`config.mk`:
```
export PLATFORM = sky130hd
export DESIGN_NAME = hazard_ctrl
export DESIGN_NICKNAME = d
export VERILOG_FILES = /design/src/rtl/hazard_ctrl.sv
export SDC_FILE = /design/constraint.sdc
export NUM_CORES = 1
export LEC_CHECK = 0
export CORE_UTILIZATION = 54
export DETAILED_ROUTE_END_ITERATION = 7
export MAX_ROUTING_LAYER = met4
export PLACE_DENSITY = 0.77
export SETUP_SLACK_MARGIN = 0.1
export SLEW_MARGIN = 20
export SYNTH_ARGS = -nofsm -noshare
export SYNTH_HDL_FRONTEND = slang
export SYNTH_SLANG_ARGS = --single-unit
```
`constraint.sdc`:
```
create_clock -name clk -period 2.86 [get_ports clk]
set_clock_uncertainty 0.15 [all_clocks]
set_input_delay 0.286 -clock clk [delete_from_list [all_inputs] [get_ports clk]]
set_output_delay 0.286 -clock clk [all_outputs]
set_load 0.005 [all_outputs]
```
`src/rtl/hazard_ctrl.sv`:
```
// Stall and forwarding-select generation for the 5-stage pipeline.
// A shadow pipeline of destination/Tnew for E, M and W sits alongside the datapath.
module hazard_ctrl (
  input  logic       clk,
  input  logic       reset,
  input  logic [4:0] ra1_d,
  input  logic [4:0] ra2_d,
  input  logic [4:0] wa_d,
  input  logic       tuse_rs0_d,
  input  logic       tuse_rs1_d,
  input  logic       tuse_rt0_d,
  input  logic       tuse_rt1_d,
  input  logic       tuse_rt2_d,
  input  logic [1:0] res_d,
  output logic       stall,
  output logic [1:0] fwd_rs_d,
  output logic [1:0] fwd_rt_d,
  output logic [1:0] fwd_rs_e,
  output logic [1:0] fwd_rt_e,
  output logic       fwd_rt_m
);

  logic [4:0] rs_e, rt_e, wa_e;
  logic [1:0] tnew_e;
  logic [4:0] rt_m, wa_m;
  logic [1:0] tnew_m;
  logic [4:0] wa_w;

  logic [4:0] wa_new;
  logic [1:0] tnew_new;
  logic       rs_used, rt_used;
  logic [1:0] tuse_rs, tuse_rt;
  logic [2:0] rs_d_res, rt_d_res;
  logic       stall_raw;
  logic [1:0] fwd_rs_e_raw, fwd_rt_e_raw;
  logic       fwd_rt_m_raw;

  // Newest producer wins; returns {stall, fwd_sel} for one D-stage source.
  function automatic logic [2:0] d_src(input logic [4:0] a, input logic used,
                                       input logic [1:0] tuse,
                                       input logic [4:0] e_wa, input logic [1:0] e_tnew,
                                       input logic [4:0] m_wa, input logic [1:0] m_tnew,
                                       input logic [4:0] w_wa);
    logic       st;
    logic [1:0] fw;
    st = 1'b0;
    fw = 2'b00;
    if (a != 5'd0) begin
      if (a == e_wa) begin
        st = used && (e_tnew > tuse);
        if (e_tnew == 2'd0) fw = 2'b01;
      end else if (a == m_wa) begin
        st = used && (m_tnew > tuse);
        if (m_tnew == 2'd0) fw = 2'b10;
      end else if (a == w_wa) begin
        fw = 2'b11;
      end
    end
    return {st, fw};
  endfunction

  function automatic logic [1:0] e_src(input logic [4:0] a, input logic [4:0] m_wa,
                                       input logic [1:0] m_tnew, input logic [4:0] w_wa);
    logic [1:0] fw;
    fw = 2'b00;
    if (a != 5'd0) begin
      if (a == m_wa) begin
        if (m_tnew == 2'd0) fw = 2'b10;
      end else if (a == w_wa) begin
        fw = 2'b11;
      end
    end
    return fw;
  endfunction

  always_comb begin
    wa_new = (res_d == 2'b00) ? 5'd0 : wa_d;
    case (res_d)
      2'b01:   tnew_new = 2'd1;
      2'b10:   tnew_new = 2'd2;
      default: tnew_new = 2'd0;
    endcase
  end

  always_comb begin
    rs_used = tuse_rs0_d | tuse_rs1_d;
    tuse_rs = tuse_rs0_d ? 2'd0 : 2'd1;
    rt_used = tuse_rt0_d | tuse_rt1_d | tuse_rt2_d;
    tuse_rt = tuse_rt0_d ? 2'd0 : (tuse_rt1_d ? 2'd1 : 2'd2);
  end

  always_comb begin
    rs_d_res     = d_src(ra1_d, rs_used, tuse_rs, wa_e, tnew_e, wa_m, tnew_m, wa_w);
    rt_d_res     = d_src(ra2_d, rt_used, tuse_rt, wa_e, tnew_e, wa_m, tnew_m, wa_w);
    stall_raw    = rs_d_res[2] | rt_d_res[2];
    fwd_rs_e_raw = e_src(rs_e, wa_m, tnew_m, wa_w);
    fwd_rt_e_raw = e_src(rt_e, wa_m, tnew_m, wa_w);
    fwd_rt_m_raw = (rt_m != 5'd0) && (rt_m == wa_w);
  end

  // M and W always advance; only E takes a bubble on stall.
  always_ff @(posedge clk) begin
    if (reset) begin
      rs_e   <= 5'd0;
      rt_e   <= 5'd0;
      wa_e   <= 5'd0;
      tnew_e <= 2'd0;
      rt_m   <= 5'd0;
      wa_m   <= 5'd0;
      tnew_m <= 2'd0;
      wa_w   <= 5'd0;
    end else begin
      if (stall_raw) begin
        rs_e   <= 5'd0;
        rt_e   <= 5'd0;
        wa_e   <= 5'd0;
        tnew_e <= 2'd0;
      end else begin
        rs_e   <= ra1_d;
        rt_e   <= ra2_d;
        wa_e   <= wa_new;
        tnew_e <= tnew_new;
      end
      rt_m   <= rt_e;
      wa_m   <= wa_e;
      tnew_m <= (tnew_e == 2'd0) ? 2'd0 : tnew_e - 2'd1;
      wa_w   <= wa_m;
    end
  end

  always_comb begin
    stall    = 1'b0;
    fwd_rs_d = 2'b00;
    fwd_rt_d = 2'b00;
    fwd_rs_e = 2'b00;
    fwd_rt_e = 2'b00;
    fwd_rt_m = 1'b0;
    if (!reset) begin
      stall    = stall_raw;
      fwd_rs_d = rs_d_res[1:0];
      fwd_rt_d = rt_d_res[1:0];
      fwd_rs_e = fwd_rs_e_raw;
      fwd_rt_e = fwd_rt_e_raw;
      fwd_rt_m = fwd_rt_m_raw;
    end
  end

endmodule

```
==> results by group, run 1 <==
Run status
  • Status: completed

Pwr
  • Leakage: 1.21 nW
  • Worst vdd ir: 429 uV
  • PD cells: 437 mW/mm2

Yosys
  • Largest area contributor in the netlist: dfxtp_1
  • Syn_nets: 270
  • Share of the synthesized area in the top cell type: 0.318
  • Most frequent cell after synthesis: dfxtp_1
  • Register area share after synthesis: 0.318
  • Syn Inst Count: 239
  • Fraction of registers with async set/reset: 0
  • Synthesized area: 0.00214 mm2
  • Most used DFF post-synth: dfxtp_1
  • Post-synth EDFFs: 0
  • Post-synthesis register bit count: 34
  • Post-synth top cells: dfxtp_1, xnor2_1, xor2_1
  • Synth warn: 0
  • Synth unique cells: 36
  • Synth top area cells: dfxtp_1, xnor2_1, xor2_1
  • Avg Cell Area, Syn: 8.95 um2

Route
  • Drt first-iter violations: 64
  • Vias: 1900
  • Drt drc: 0
  • Remaining antenna violation count after routing: 0
  • Detailed Routing Iterations Pass 1: 4
  • DR WL/cell: 15.8 um
  • Vias/cell: 5.48
  • DRT Wirelength: 5470 um

STA
  • Final Hold Viols: 0
  • RSZ-0062 raised after global routing: true
  • Fmax: 0.372 GHz
  • Slew Viols, Final: 0
  • Slew margin rel.: 0.689
  • Total Neg Setup Slack: 0 ns
  • Fin crit share: 0.940
  • Worst-Margin Slew: 0.466 ns
  • Final min period: 2.69 ns
  • Final setup viols: 0

Place
  • Port-buffer cells: 33
  • GPL Wtd Cong: 0.863
  • Hpwl dp: 4110 um

Worst setup path
  • CP max stage cell: clkdlybuf4s50_1
  • Max incr delay on CP: 0.43 ns
  • Crit Path Class: in -> out
  • CP Cell Sequence: clkdlybuf4s50_1 -> or2_4 -> buf_4 -> ha_1 -> a21o_1 -> nand4_1 -> a211oi_4 -> a22o_1 -> clkbuf_2
  • Crit path arrival time: 2.25 ns
  • Worst Setup Start Kind: input pin
  • Critical path capture point type: output port
  • R2r setup slk: 0.72 ns
  • Worst Path Required: 2.42 ns
  • Max Fanout on Critical Path: 2

Hold path
  • Hold crit path type: reg -> reg

Clocking
  • Cts bufs inserted: 5
  • CTS tree: done
  • Clock tree buffer depth: 2
  • Setup Buffers After CTS: 0
  • CTS Hold Bufs: 0
  • Clk root buf: clkbuf_8
  • Worst-skew pair later-pin latency: 0.30 ns
  • Worst-path clk slew: 0.07 ns
  • CTS Sinks: 34
  • H-Tree Depth: 2

Finish
  • Fin nets: 329
  • Layout Area Growth over Synthesis: 33.6%
  • Util after Layout: 0.769
  • Antenna cells: 0
  • Layout cells sized above 1: 0.207

Floorplan
  • Row cnt: 22
  • Die Area: 0.00422 mm2
  • Die height: 64.9 um
  • Total core area: 0.00372 mm2
  • Initial Util: 0.575
  • Die X-Extent: 64.9 um
  • Ports: 34

GRT
  • Vias in the first global route: 1882
  • GR Util All Layers: 0.293
  • First-pass GRT wire length: 8870 um
  • Largest net degree at the start of global routing: 34
  • Initial antenna violation count: 0
  • GRT overflow: 0

Flow run
  • Max Cap Viol: 0
-- placed cells by master, fill, tap and decap left out, types with 2 or more instances in the layout --
master / n
or4_1: 2
dfxtp_1: 32
mux2i_1: 2
nor2b_1: 18
dlygate4sd2_1: 8
a211oi_1: 7
nor3_1: 8
a2111oi_0: 8
xnor2_1: 32
a21o_1: 3
nor2_1: 13
xor2_2: 4
clkdlybuf4s50_1: 23
ha_1: 7
a21oi_1: 2
inv_1: 13
nand2_1: 8
nor4b_1: 4
nand3_1: 7
buf_4: 38
dfxtp_2: 2
clkbuf_8: 5
and4_1: 2
xor2_1: 18
o211ai_1: 6
nor4_1: 5
nand4_1: 2
clkinv_2: 2
-- cell type report --
| class | count | area, um2 |
|---|---|---|
| multi-input combinational | 173 | 1350 |
| fill | 286 | 858 |
| sequential | 34 | 683 |
| timing repair buffer | 71 | 603 |
| clock buffer | 5 | 68.8 |
| tap | 48 | 60.1 |
| inverter | 13 | 48.8 |
| clock inverter | 3 | 40.0 |
-- path summary, 6_finish.rpt --
check	startpoint	end	cells past startpoint
setup / recovery	tuse_rt0_d	stall	9
hold / removal	tnew_e[0]	tnew_m[0]	1
setup reg to reg	wa_e[3]	rt_e[2]	8
hold reg to reg	tnew_e[0]	tnew_m[0]	1
-- per-layer routing --
metal | vias to the layer above | GRT usage | wire (um)
met5 | - | - | 0
met4 | 0 | 0.106 | 74
met3 | 8 | 0.0528 | 291
met2 | 67 | 0.478 | 2650
met1 | 888 | 0.360 | 2460
li1 | 937 | - | -
-- repair_timing --
item / in CTS / in global routing
resized for setup: 14 / 9
endpoints found under the setup margin: 5 / 4
pin swaps: 2 / 2
-- per-stage QoR --
stage                     cell area, um2  instances  hold slack, ns  power (mW)  worst slack [ns]
final                               2860        347           0.293        1.25             0.171
after global routing                2860        347           0.303        1.30            0.0717
after CTS                           2840        347           0.282        1.25            0.0199
after detailed placement            2720        339           0.282       0.817            -0.249
after global placement              2720        339           0.280       0.810            -0.232
after floorplan                     2140        239           0.219       0.690             0.564
-- critical path, delay by kind of cell --
family,cells,cell delay [ns]
buffers and inverters,3,0.68
and+or+nand+nor,2,0.41
adders and majority gates,1,0.30
AOI/OAI and AO/OA,3,0.59
-- where the power goes --
part / switching (mW) / total [mW] / internal [mW] / leakage (nW)
Sequential: 0.0284 / 0.528 / 0.500 / 0.281
Clock: 0.178 / 0.434 / 0.256 / 0.0579
Combinational: 0.129 / 0.286 / 0.157 / 0.875
-- sequential cells by signal (all words and copies together), names as in the netlist --
name and count:
tnew_m 2, wa_m 5, wa_w 5, rt_e 5, wa_e 5, tnew_e 2, rs_e 5, rt_m 5
-- kinds of logic (layout without fill, tap and decap cells) --
group,after synthesis,after routing,share of synthesized area
xor+xnor,54,54,0.221
fa+ha+maj,7,7,0.0410
simple gates,75,75,0.203
buf+inv,32,92,0.0679
mux,2,2,0.00936
flops,34,34,0.318
compound gates,35,35,0.139
(Power assumes the default switching activity.)
==> run 2, diff against run 1 <==
==> constraint.sdc (replaced) <==
create_clock -name clk -period 2.86 [get_ports clk]
set_clock_uncertainty 0.15 [all_clocks]
set_input_delay 0.572 -clock clk [delete_from_list [all_inputs] [get_ports clk]]
set_output_delay 0.572 -clock clk [all_outputs]
set_load 0.005 [all_outputs]
==> run 2 against run 1 <==
  * Combinational power rose by 23%
  * Clock power grew 28%
  * Register-to-register slack worse by 0.46 ns
  * Critical endpoint unchanged
==> results by group, run 2 (synthesis gave the netlist of run 1 again) <==
Floorplan
  • Die height: 64.9 um (unchanged)
  • Initial Util: 0.575 (unchanged)
  • Row cnt: 22 (unchanged)
  • Total core area: 0.00372 mm2 (unchanged)
  • Ports: 34 (unchanged)
  • Die Area: 0.00422 mm2 (unchanged)
  • Die X-Extent: 64.9 um (unchanged)

Place
  • Port-buffer cells: 33 (unchanged)
  • Placement Cell Area: 0.00279 mm2 (was 0.00272 mm2)
  • Hpwl dp: 4280 um (was 4110 um)
  • Placed cell count: 344 (was 339)
  • GPL Wtd Cong: 0.844 (was 0.863)

Clocking
  • CTS Sinks: 34 (unchanged)
  • Clock tree buffer depth: 2 (unchanged)
  • Worst-path clk slew: 0.07 ns (about the same)
  • CTS Hold Bufs: 0 (unchanged)
  • Clk root buf: clkbuf_8 (unchanged)
  • Worst-skew pair later-pin latency: 0.30 ns (about the same)
  • H-Tree Depth: 2 (unchanged)
  • Cts bufs inserted: 5 (unchanged)
  • CTS tree: done (unchanged)

GRT
  • Largest net degree at the start of global routing: 23 (was 34)
  • GR Util All Layers: 0.323 (was 0.293)
  • Vias in the first global route: 2026 (was 1882)
  • GRT overflow: 0 (unchanged)
  • First-pass GRT wire length: 9600 um (was 8870 um)
  • Initial antenna violation count: 0 (unchanged)

Finish
  • Layout cells sized above 1: 0.371 (was 0.207)
  • Layout Area Growth over Synthesis: 47.1% (was 33.6%)
  • Most frequent cells in the layout: buf_4, dfxtp_1, xnor2_1 (was buf_4, xnor2_1, dfxtp_1)
  • Fin nets: 343 (was 329)
  • Leading cell type in the layout, fill and taps excluded: buf_4 (unchanged)
  • Non-filler cells, final: 361 (was 347)
  • Final-layout fill cell count: 209 (was 286)
  • Final Cell Area: 0.00315 mm2 (was 0.00286 mm2)
  • Antenna cells: 0 (unchanged)

Pwr
  • Worst vdd ir: 421 uV (was 429 uV)
  • Leakage: 1.36 nW (was 1.21 nW)
  • Sw frac: 0.268 (was 0.269)
  • Int Pwr: 1.05 mW (was 0.913 mW)
  • Sequential Power Share: 0.370 (was 0.423)
  • PD cells: 458 mW/mm2 (was 437 mW/mm2)
  • Comb power frac: 0.245 (was 0.229)
  • P_sw: 0.385 mW (was 0.335 mW)
  • Clock power frac: 0.385 (was 0.348)

STA
  • Slew margin rel.: 0.559 (was 0.689)
  • RSZ-0062 raised after global routing: true (unchanged)
  • Slew Viols, Final: 0 (unchanged)
  • Fin crit share: 0.991 (was 0.940)
  • Final Hold Viols: 0 (unchanged)
  • Fmax: 0.353 GHz (was 0.372 GHz)
  • Final min period: 2.83 ns (was 2.69 ns)
  • Final setup viols: 0 (unchanged)
  • Worst-Margin Slew: 0.645 ns (was 0.466 ns)

Worst setup path
  • Critical path capture point type: output port (unchanged)
  • Max Fanout on Critical Path: 4 (was 2)
  • CP max stage cell: or2_4 (was clkdlybuf4s50_1)
  • Crit path arrival time: 2.11 ns (was 2.25 ns)
  • Max incr delay on CP: 0.31 ns (was 0.43 ns)
  • Worst Setup Start Kind: input pin (unchanged)
  • CP Cell Sequence: clkdlybuf4s15_1 -> buf_6 -> xnor2_2 -> nand3_1 -> or2_4 -> a211oi_4 -> a22o_1 -> buf_2 (was clkdlybuf4s50_1 -> or2_4 -> buf_4 -> ha_1 -> a21o_1 -> nand4_1 -> a211oi_4 -> a22o_1 -> clkbuf_2)
  • Crit Path Class: in -> out (unchanged)
  • Worst Path Required: 2.14 ns (was 2.42 ns)

Route
  • Detailed Routing Iterations Pass 1: 4 (unchanged)
  • DRT Wirelength: 7150 um (was 5470 um)
  • Drt drc: 0 (unchanged)
  • Remaining antenna violation count after routing: 0 (unchanged)
  • Vias/cell: 5.81 (was 5.48)
  • DR WL/cell: 19.8 um (was 15.8 um)
  • Vias: 2097 (was 1900)
  • Drt first-iter violations: 142 (was 64)

Run status
  • Status: completed (unchanged)

Flow run
  • Max Cap Viol: 0 (unchanged)

Hold path
  • Hold crit path type: reg -> reg (unchanged)
run 2: cell types whose count changed in the layout (fill, tap and decap cells not counted), moves of 3 or more:
| cell | change |
|---|---|
| buf_4 | +12 |
| clkbuf_2 | +4 |
| xnor2_2 | +6 |
| xnor2_1 | -7 |
| dfxtp_1 | -4 |
| buf_2 | +5 |
| clkdlybuf4s50_1 | -12 |
| clkdlybuf4s15_2 | +3 |
| buf_6 | +3 |
| dfxtp_2 | +3 |
run 2: worst paths after layout:
| path | startpoint | to | slack (ns) | cells past startpoint |
|---|---|---|---|---|
| worst min register to register | tnew_e[0] | tnew_m[0] | 0.33 | 1 |
| worst max register to register | tnew_e[1] | rs_e[2] | 0.26 | 9 |
| worst max-delay path | ra2_d[1] | stall | 0.03 | 8 |
| worst min-delay path | tnew_e[0] | tnew_m[0] | 0.33 | 1 |
run 2: final cells by class:
type                    count  area (um2)  share of cell area
multi-input cells         173        1530               0.486
flip-flops and latches     34         691               0.220
repair buffers             85         676               0.215
clock buffers               6        82.6              0.0263
clock inverters             2        60.1              0.0191
well taps                  48        60.1              0.0191
inverters                  13        48.8              0.0155
run 2: timing repair:
item / 4_1_cts / 5_1_grt
gates resized for setup: 70 / 30
pin swaps: 19 / 16
setup endpoints to repair: 11 / 9
setup buffers: 3 / 6
run 2: worst max-delay path: cells and delay by family:
| family | cells | cell delay (ns) |
|---|---|---|
| buffers and inverters | 3 | 0.51 |
| and+or+nand+nor | 2 | 0.46 |
| AOI/OAI and AO/OA | 2 | 0.43 |
| xor gates and xnor gates | 1 | 0.14 |
run 2: routing by layer:
metal / vias to the layer above / global-route usage / wire (um)
met4: 0 / 0.172 / 318
met2: 113 / 0.540 / 3470
met1: 992 / 0.370 / 2830
met3: 29 / 0.0493 / 526
li1: 963 / - / -
met5: - / - / 0
run 2: power by group through the flow:
stage                     combinational [mW]  sequential [mW]  clock, mW
final                                  0.353            0.532      0.555
after global placement                 0.285            0.537          0
after floorplan                        0.168            0.526          0
after global routing                   0.373            0.534      0.575
after CTS                              0.305            0.530      0.553
after detailed placement               0.294            0.539          0
run 2: stage by stage:
| stage | hold WS [ns] | utilization | setup TNS [ns] | worst slack [ns] | power (mW) |
|---|---|---|---|---|---|
| floorplan | 0.247 | - | 0 | 0.0942 | 0.694 |
| global route | 0.341 | 0.846 | -0.0175 | -0.0175 | 1.48 |
| finish | 0.331 | 0.846 | 0 | 0.0260 | 1.44 |
| CTS | 0.298 | 0.810 | -0.0223 | -0.0223 | 1.39 |
| global placement | 0.286 | 0.750 | -4.34 | -0.611 | 0.822 |
| detailed placement | 0.287 | 0.750 | -4.92 | -0.696 | 0.832 |
